`src/rtl/booth_mul_arbiter_pkg.sv`:
```
// booth_mul_arbiter_pkg: shared types, default widths and index-width helper for the Booth multiplier arbiter
package booth_arb_pkg;
    localparam int W = 16;
    localparam int PW = 32;
    typedef enum logic [2:0] {IDLE, START, LDM, LDQ, WAIT, RESP, CLR} state_e;
    function automatic int ptr_w(input int n);
        return (n > 1) ? $clog2(n) : 1;
    endfunction
endpackage

```
`src/rtl/booth_mul_arbiter_if.sv`:
```
// booth_mul_arbiter_if: requester, response and multiplier-core signals of the arbiter
interface booth_mul_arbiter_if #(parameter int NREQ = 4, parameter int W = booth_arb_pkg::W);
    localparam int IW = booth_arb_pkg::ptr_w(NREQ);
    logic [NREQ-1:0] req_valid;
    logic [NREQ-1:0] req_ready;
    logic [NREQ*W-1:0] req_a;
    logic [NREQ*W-1:0] req_b;
    logic rsp_valid;
    logic rsp_ready;
    logic [IW-1:0] rsp_id;
    logic [2*W-1:0] rsp_product;
    logic rsp_err;
    logic mul_start;
    logic [W-1:0] mul_data;
    logic mul_clr;
    logic mul_done;
    logic [2*W-1:0] mul_result;
    modport slave (
        input req_valid, req_a, req_b, rsp_ready, mul_done, mul_result,
        output req_ready, rsp_valid, rsp_id, rsp_product, rsp_err, mul_start, mul_data, mul_clr
    );
    modport master (
        output req_valid, req_a, req_b, rsp_ready, mul_done, mul_result,
        input req_ready, rsp_valid, rsp_id, rsp_product, rsp_err, mul_start, mul_data, mul_clr
    );
endinterface

```
`src/rtl/booth_mul_arbiter_rr_arbiter.sv`:
```
// rr_arbiter: combinational round-robin pick, searching from ptr+1 with wrap
module rr_arbiter #(
    parameter int NREQ = 4,
    parameter int IW = booth_arb_pkg::ptr_w(NREQ)
) (
    input  logic [NREQ-1:0] req_i,
    input  logic [IW-1:0]   ptr_i,
    output logic [NREQ-1:0] gnt_o,
    output logic [IW-1:0]   idx_o
);
    always_comb begin
        gnt_o = '0;
        idx_o = '0;
        // walk farthest-first so the nearest requester after ptr wins
        for (int i = NREQ; i >= 1; i--) begin
            logic [IW-1:0] j;
            j = IW'((int'(ptr_i) + i) % NREQ);
            if (req_i[j]) begin
                gnt_o = NREQ'(1) << j;
                idx_o = j;
            end
        end
    end
endmodule

```
`src/rtl/booth_mul_arbiter.sv`:
```
// booth_mul_arbiter: round-robin front end sequencing a shared radix-4 Booth multiplier core.
// Define BOOTH_ARB_WATCHDOG_EN to build the core-wait watchdog that reports rsp_err.
module booth_mul_arbiter #(
    parameter int NREQ = 4,
    parameter int W = booth_arb_pkg::W,
    parameter int TIMEOUT = 64
) (
    input logic clk,
    input logic rst_n,
    booth_mul_arbiter_if.slave bus
);
    import booth_arb_pkg::*;
    localparam int IW = ptr_w(NREQ);
    if (NREQ < 2 || NREQ > 8 || TIMEOUT < 2) begin : g_cfg_err
        $error("booth_mul_arbiter: unsupported NREQ or TIMEOUT");
    end
    state_e state_q;
    logic [NREQ-1:0] gnt;
    logic [IW-1:0] gnt_idx, ptr_q, id_q;
    logic [W-1:0] a_q, b_q, mul_data_q;
    logic [2*W-1:0] prod_q;
    logic mul_start_q;
    logic [W-1:0] a_arr [NREQ];
    logic [W-1:0] b_arr [NREQ];
    for (genvar g = 0; g < NREQ; g++) begin : g_unpack
        assign a_arr[g] = bus.req_a[g*W +: W];
        assign b_arr[g] = bus.req_b[g*W +: W];
    end
    rr_arbiter #(.NREQ(NREQ), .IW(IW)) u_rr (
        .req_i(bus.req_valid),
        .ptr_i(ptr_q),
        .gnt_o(gnt),
        .idx_o(gnt_idx)
    );
`ifdef BOOTH_ARB_WATCHDOG_EN
    localparam int CW = $clog2(TIMEOUT);
    logic [CW-1:0] wd_q;
    logic err_q;
    assign bus.rsp_err = err_q;
`else
    assign bus.rsp_err = 1'b0;
`endif
    always_ff @(posedge clk) begin
        if (!rst_n) begin
            state_q <= IDLE;
            ptr_q <= IW'(NREQ-1);
            id_q <= '0;
            a_q <= '0;
            b_q <= '0;
            prod_q <= '0;
            mul_start_q <= 1'b0;
            mul_data_q <= '0;
`ifdef BOOTH_ARB_WATCHDOG_EN
            wd_q <= '0;
            err_q <= 1'b0;
`endif
        end else begin
            mul_start_q <= 1'b0;
            mul_data_q <= '0;
            case (state_q)
                IDLE: if (|gnt) begin
                    a_q <= a_arr[gnt_idx];
                    b_q <= b_arr[gnt_idx];
                    id_q <= gnt_idx;
                    ptr_q <= gnt_idx;
                    mul_start_q <= 1'b1;
                    state_q <= START;
                end
                START: begin
                    mul_data_q <= a_q;
                    state_q <= LDM;
                end
                LDM: begin
                    mul_data_q <= b_q;
                    state_q <= LDQ;
                end
                LDQ: begin
`ifdef BOOTH_ARB_WATCHDOG_EN
                    wd_q <= '0;
`endif
                    state_q <= WAIT;
                end
                WAIT: begin
`ifdef BOOTH_ARB_WATCHDOG_EN
                    wd_q <= wd_q + CW'(1);
                    if (wd_q == CW'(TIMEOUT-1)) begin
                        prod_q <= '0;
                        err_q <= 1'b1;
                        state_q <= RESP;
                    end
`endif
                    // a done in the expiry cycle still delivers the real product
                    if (bus.mul_done) begin
                        prod_q <= bus.mul_result;
`ifdef BOOTH_ARB_WATCHDOG_EN
                        err_q <= 1'b0;
`endif
                        state_q <= RESP;
                    end
                end
                RESP: if (bus.rsp_ready) state_q <= CLR;
                CLR: state_q <= IDLE;
                default: state_q <= IDLE;
            endcase
        end
    end
    assign bus.req_ready = (rst_n && state_q == IDLE) ? gnt : '0;
    assign bus.rsp_valid = state_q == RESP;
    assign bus.rsp_id = id_q;
    assign bus.rsp_product = prod_q;
    assign bus.mul_start = mul_start_q;
    assign bus.mul_data = mul_data_q;
    assign bus.mul_clr = !rst_n || state_q == CLR;
endmodule

```
`src/flat_wrapper.sv`:
```
// flat-port wrapper written by rule: the top's interface ports become plain ports
module booth_mul_arbiter_flat import booth_arb_pkg::*;
#(
    parameter int NREQ = 4,
    parameter int W = booth_arb_pkg::W,
    parameter int TIMEOUT = 64
)
  (clk, rst_n, bus_req_valid, bus_req_a, bus_req_b, bus_rsp_ready, bus_mul_done, bus_mul_result, bus_req_ready, bus_rsp_valid, bus_rsp_id, bus_rsp_product, bus_rsp_err, bus_mul_start, bus_mul_data, bus_mul_clr);
  booth_mul_arbiter_if #(.NREQ(NREQ), .W(W)) bus_i ();
  input logic clk;
  input logic rst_n;
  input wire logic [$bits(bus_i.req_valid)-1:0] bus_req_valid;
  input wire logic [$bits(bus_i.req_a)-1:0] bus_req_a;
  input wire logic [$bits(bus_i.req_b)-1:0] bus_req_b;
  input wire logic [$bits(bus_i.rsp_ready)-1:0] bus_rsp_ready;
  input wire logic [$bits(bus_i.mul_done)-1:0] bus_mul_done;
  input wire logic [$bits(bus_i.mul_result)-1:0] bus_mul_result;
  output wire logic [$bits(bus_i.req_ready)-1:0] bus_req_ready;
  output wire logic [$bits(bus_i.rsp_valid)-1:0] bus_rsp_valid;
  output wire logic [$bits(bus_i.rsp_id)-1:0] bus_rsp_id;
  output wire logic [$bits(bus_i.rsp_product)-1:0] bus_rsp_product;
  output wire logic [$bits(bus_i.rsp_err)-1:0] bus_rsp_err;
  output wire logic [$bits(bus_i.mul_start)-1:0] bus_mul_start;
  output wire logic [$bits(bus_i.mul_data)-1:0] bus_mul_data;
  output wire logic [$bits(bus_i.mul_clr)-1:0] bus_mul_clr;
  assign bus_i.req_valid = bus_req_valid;
  assign bus_i.req_a = bus_req_a;
  assign bus_i.req_b = bus_req_b;
  assign bus_i.rsp_ready = bus_rsp_ready;
  assign bus_i.mul_done = bus_mul_done;
  assign bus_i.mul_result = bus_mul_result;
  assign bus_req_ready = bus_i.req_ready;
  assign bus_rsp_valid = bus_i.rsp_valid;
  assign bus_rsp_id = bus_i.rsp_id;
  assign bus_rsp_product = bus_i.rsp_product;
  assign bus_rsp_err = bus_i.rsp_err;
  assign bus_mul_start = bus_i.mul_start;
  assign bus_mul_data = bus_i.mul_data;
  assign bus_mul_clr = bus_i.mul_clr;
  booth_mul_arbiter #(.NREQ(NREQ), .W(W), .TIMEOUT(TIMEOUT)) u_core (.clk(clk), .rst_n(rst_n), .bus(bus_i));
endmodule
```
`config.mk`:
```
export PLATFORM = sky130hd
export DESIGN_NAME = booth_mul_arbiter_flat
export DESIGN_NICKNAME = d
export VERILOG_FILES = /design/src/rtl/booth_mul_arbiter_pkg.sv /design/src/rtl/booth_mul_arbiter_if.sv /design/src/rtl/booth_mul_arbiter_rr_arbiter.sv /design/src/rtl/booth_mul_arbiter.sv /design/src/flat_wrapper.sv
export SDC_FILE = /design/constraint.sdc
export NUM_CORES = 1
export LEC_CHECK = 0
export CELL_PAD_IN_SITES_DETAIL_PLACEMENT = 1
export CELL_PAD_IN_SITES_GLOBAL_PLACEMENT = 2
export CORE_MARGIN = 4
export CORE_UTILIZATION = 19
export CTS_CLUSTER_DIAMETER = 100
export CTS_CLUSTER_SIZE = 20
export DETAILED_ROUTE_END_ITERATION = 12
export MAX_ROUTING_LAYER = met4
export PLACE_DENSITY_LB_ADDON = 0.1
export SYNTH_ARGS = -nofsm -noshare
export SYNTH_HDL_FRONTEND = slang
export SYNTH_SLANG_ARGS = --single-unit
```
`constraint.sdc`:
```
create_clock -name clk -period 3.4 [get_ports clk]
set_clock_uncertainty 0.2 [all_clocks]
set_input_delay 0.51 -clock clk [delete_from_list [all_inputs] [get_ports clk]]
set_output_delay 0.51 -clock clk [all_outputs]
set_load 0.02 [all_outputs]
```
==> flow_summary.json <==
{
  "p_per_area_nw_per_um2": 693,
  "area_growth_pct": 67.7,
  "synth_top_cells_by_count": "202 x nand2_1, 88 x dfxtp_1, 70 x nand3_1",
  "syn-instance-count": 593,
  "place.gp.congestion": 0.784,
  "ant_nets": 0,
  "tritoncts": "built",
  "wl_per_cell_um": 17.0,
  "seq_area_um2": 1760,
  "clockBufferDepth": 2,
  "fin_area_um2": 7630,
  "dp_hpwl_um": 14900,
  "synthFlopType": "dfxtp_1",
  "path_clk_slew_ns": 0.06,
  "ys_ff_latch": 88,
  "r2r_cells": 11,
  "hold_depth": 2,
  "worstHoldPathType": "reg -> reg",
  "grt_pass1_vias": 5387,
  "io_buffers": 224,
  "cts_buffers": 9,
  "ys_types": 46,
  "fmax_mhz": 301,
  "yosysTopAreaCellShare": 0.387,
  "via_per_inst": 4.36,
  "layoutNonFillerInstCount": 1135,
  "seq_area_frac_synth": 0.387,
  "synthTopCellsByArea": "dfxtp_1 39%, nand2_1 17%, nand3_1 7.7%",
  "maxCapViolCount": 0,
  "p_sw_mw": 2.17,
  "syn_nets": 767,
  "cp-end-kind": "output port",
  "seqPwrFrac": 0.259,
  "synth_mux_area_frac": 0.0377,
  "status": "finished, final reports clean",
  "antenna_found_initial": 2,
  "die_w_um": 163,
  "synth_top_family_by_area": "simple AND/OR/NAND/NOR gates",
  "grt_pass1_wl_um": 29900,
  "tns_ns": 0,
  "routed.top_layer": "met4",
  "required_ns": 2.69,
  "num_rows": 56,
  "cts_root_buf": "clkbuf_16",
  "initial_core_util": 0.193,
  "vdd_ir_drop_max_uv": 250,
  "crit_chain": "clkdlybuf4s50_1 > buf_4 > mux4_2 > nor2b_4 > a22oi_1 > a31oi_2 > and3_1 > dlygate4sd2_1",
  "final-hold-violation-count": 0,
  "fin_util": 0.324,
  "fp.dieArea_um2": 26500,
  "synth_fa_ha_area_frac": 0.0165,
  "async_flop_share": 0,
  "worstSetupPathDepth": 8,
  "met3_length_um": 1370,
  "p_comb_frac": 0.556,
  "dp_cells": 1117,
  "grt_use_total": 0.148,
  "clk_latency_ns": 0.34,
  "leakagePower_nw": 2.84,
  "drt_iter0_drc": 222,
  "ios": 226,
  "multiInputGateArea_um2": 2590,
  "setup_viol": 0,
  "synth-edff-count": 0,
  "slew_violations": 0,
  "startpoint_type": "input port",
  "switching_share": 0.410,
  "layout.nets": 983,
  "yosys.area_share.simple": 0.297,
  "cp_top_family": "buffers and inverters",
  "wl_met1_um": 8520,
  "synth_area_leader_cell": "dfxtp_1",
  "cts_sinks": 88,
  "drcViolationCount": 0,
  "drt-total-wl_um": 19200,
  "yosys_warnings": 0,
  "finalHoldWorstSlack_ns": 0.260,
  "drive_gt1_frac": 0.0812,
  "period_minus_slack_ns": 3.32,
  "critPathMaxFanout": 4,
  "grt_max_degree": 60,
  "cp_slowest_stage_delay_ns": 0.48,
  "period_share": 0.976,
  "place_area_um2": 7330,
  "post_cts_buffers": 0,
  "synthMostInstantiatedCell": "nand2_1",
  "synth_xor_area_frac": 0,
  "vias": 4944,
  "worstSetupPathType": "in -> out",
  "rsz0062_at_grt": "no",
  "crit_buf_inv": 3,
  "gr-total-overflow": 0,
  "wl_met2_um": 9110,
  "cp.arrival_ns": 2.61,
  "syn_area_per_cell_um2": 7.68,
  "core_um2": 23500,
  "r2r_setup_slack_ns": 0.20,
  "fillers": 2790,
  "synth_compound_area_frac": 0.205,
  "drt_pass1_iterations": 4,
  "crit_slowest_cell": "mux4_2",
  "clock_power_share": 0.185,
  "cts_max_level": 3,
  "syn_area_um2": 4550,
  "die_h_um": 163,
  "p_int_mw": 3.12
}
==> routing by layer <==
layer / up-vias / track usage
met5: - / -
met4: 0 / 0.0339
met3: 16 / 0.0473
met2: 152 / 0.240
met1: 2296 / 0.180
li1: 2480 / -
==> path summary, 6_finish.rpt <==
kind,from,to
max,bus_req_valid[1],bus_req_ready[3]
min reg2reg,u_core.bus.rsp_product[20],u_core.bus.rsp_product[20]
max reg2reg,u_core.ptr_q[0],u_core.b_q[1]
min,u_core.bus.rsp_product[20],u_core.bus.rsp_product[20]
==> cells by family (layout without fill, tap and decap cells) <==
kind of cell,count (synthesis),in the layout
buf+inv,56,276
mux,13,13
simple gates,320,320
other cells,1,4
compound gates,109,109
flops,88,88
fa+ha+maj,6,6
==> cell usage in the layout (no fill, tap or decap), types with 3 or more instances in the layout <==
master	n
dfxtp_1	88
inv_1	4
a32o_1	32
nand3_1	70
a31oi_2	4
a22oi_1	18
a21boi_0	32
clkdlybuf4s50_1	219
clkbuf_16	9
buf_4	25
diode_2	3
mux2i_1	7
nand2_1	202
and2_1	4
and3_1	5
buf_12	7
nor2b_1	5
dlygate4sd2_1	5
mux4_2	3
ha_1	5
nor2_1	27
==> power groups by stage <==
stage | sequential, mW | combinational, mW | clock, mW
3_3_place_gp | 1.39 | 2.95 | 0
5_1_grt | 1.39 | 3.26 | 1.07
6_report | 1.37 | 2.94 | 0.979
2_1_floorplan | 1.40 | 1.73 | 0
4_1_cts | 1.38 | 3.04 | 1.04
3_5_place_dp | 1.40 | 3.02 | 0
==> tightest hold or removal path, stage by stage (launching register included) <==
cell,delay [ns]
dfxtp_1,0.31
nand2_1,0.05
a21boi_0,0.06
==> state kept, by name, summed over array words and instances (netlist names) <==
name                    count
u_core.a_q                 16
u_core.b_q                 16
u_core.bus.mul_data        16
u_core.bus.mul_start        1
u_core.bus.rsp_id           2
u_core.bus.rsp_product     32
u_core.ptr_q                2
u_core.state_q              3
==> layout make-up <==
class                      instances  share of cell area
antenna                            3            0.000984
clock buffer                      12              0.0323
clock inverter                     3             0.00557
inverter                           5             0.00246
multi-input combinational        449               0.340
sequential                        88               0.231
tap                              319              0.0523
timing repair buffer             256               0.336
==> what timing repair did <==
item / 4_1_cts / 5_1_grt
setup endpoints to repair: 4 / 0
hold buffers: 0 / 0
resized for setup: 8 / 0
==> per-stage QoR <==
stage / setup slack, ns / power [mW]
floorplan: 0.193 / 3.13
global placement: -0.250 / 4.34
detailed placement: -0.308 / 4.42
CTS: 0.0701 / 5.45
global route: 0.00178 / 5.73
finish: 0.0828 / 5.29
Note: power is estimated with default switching activity, not from simulation.
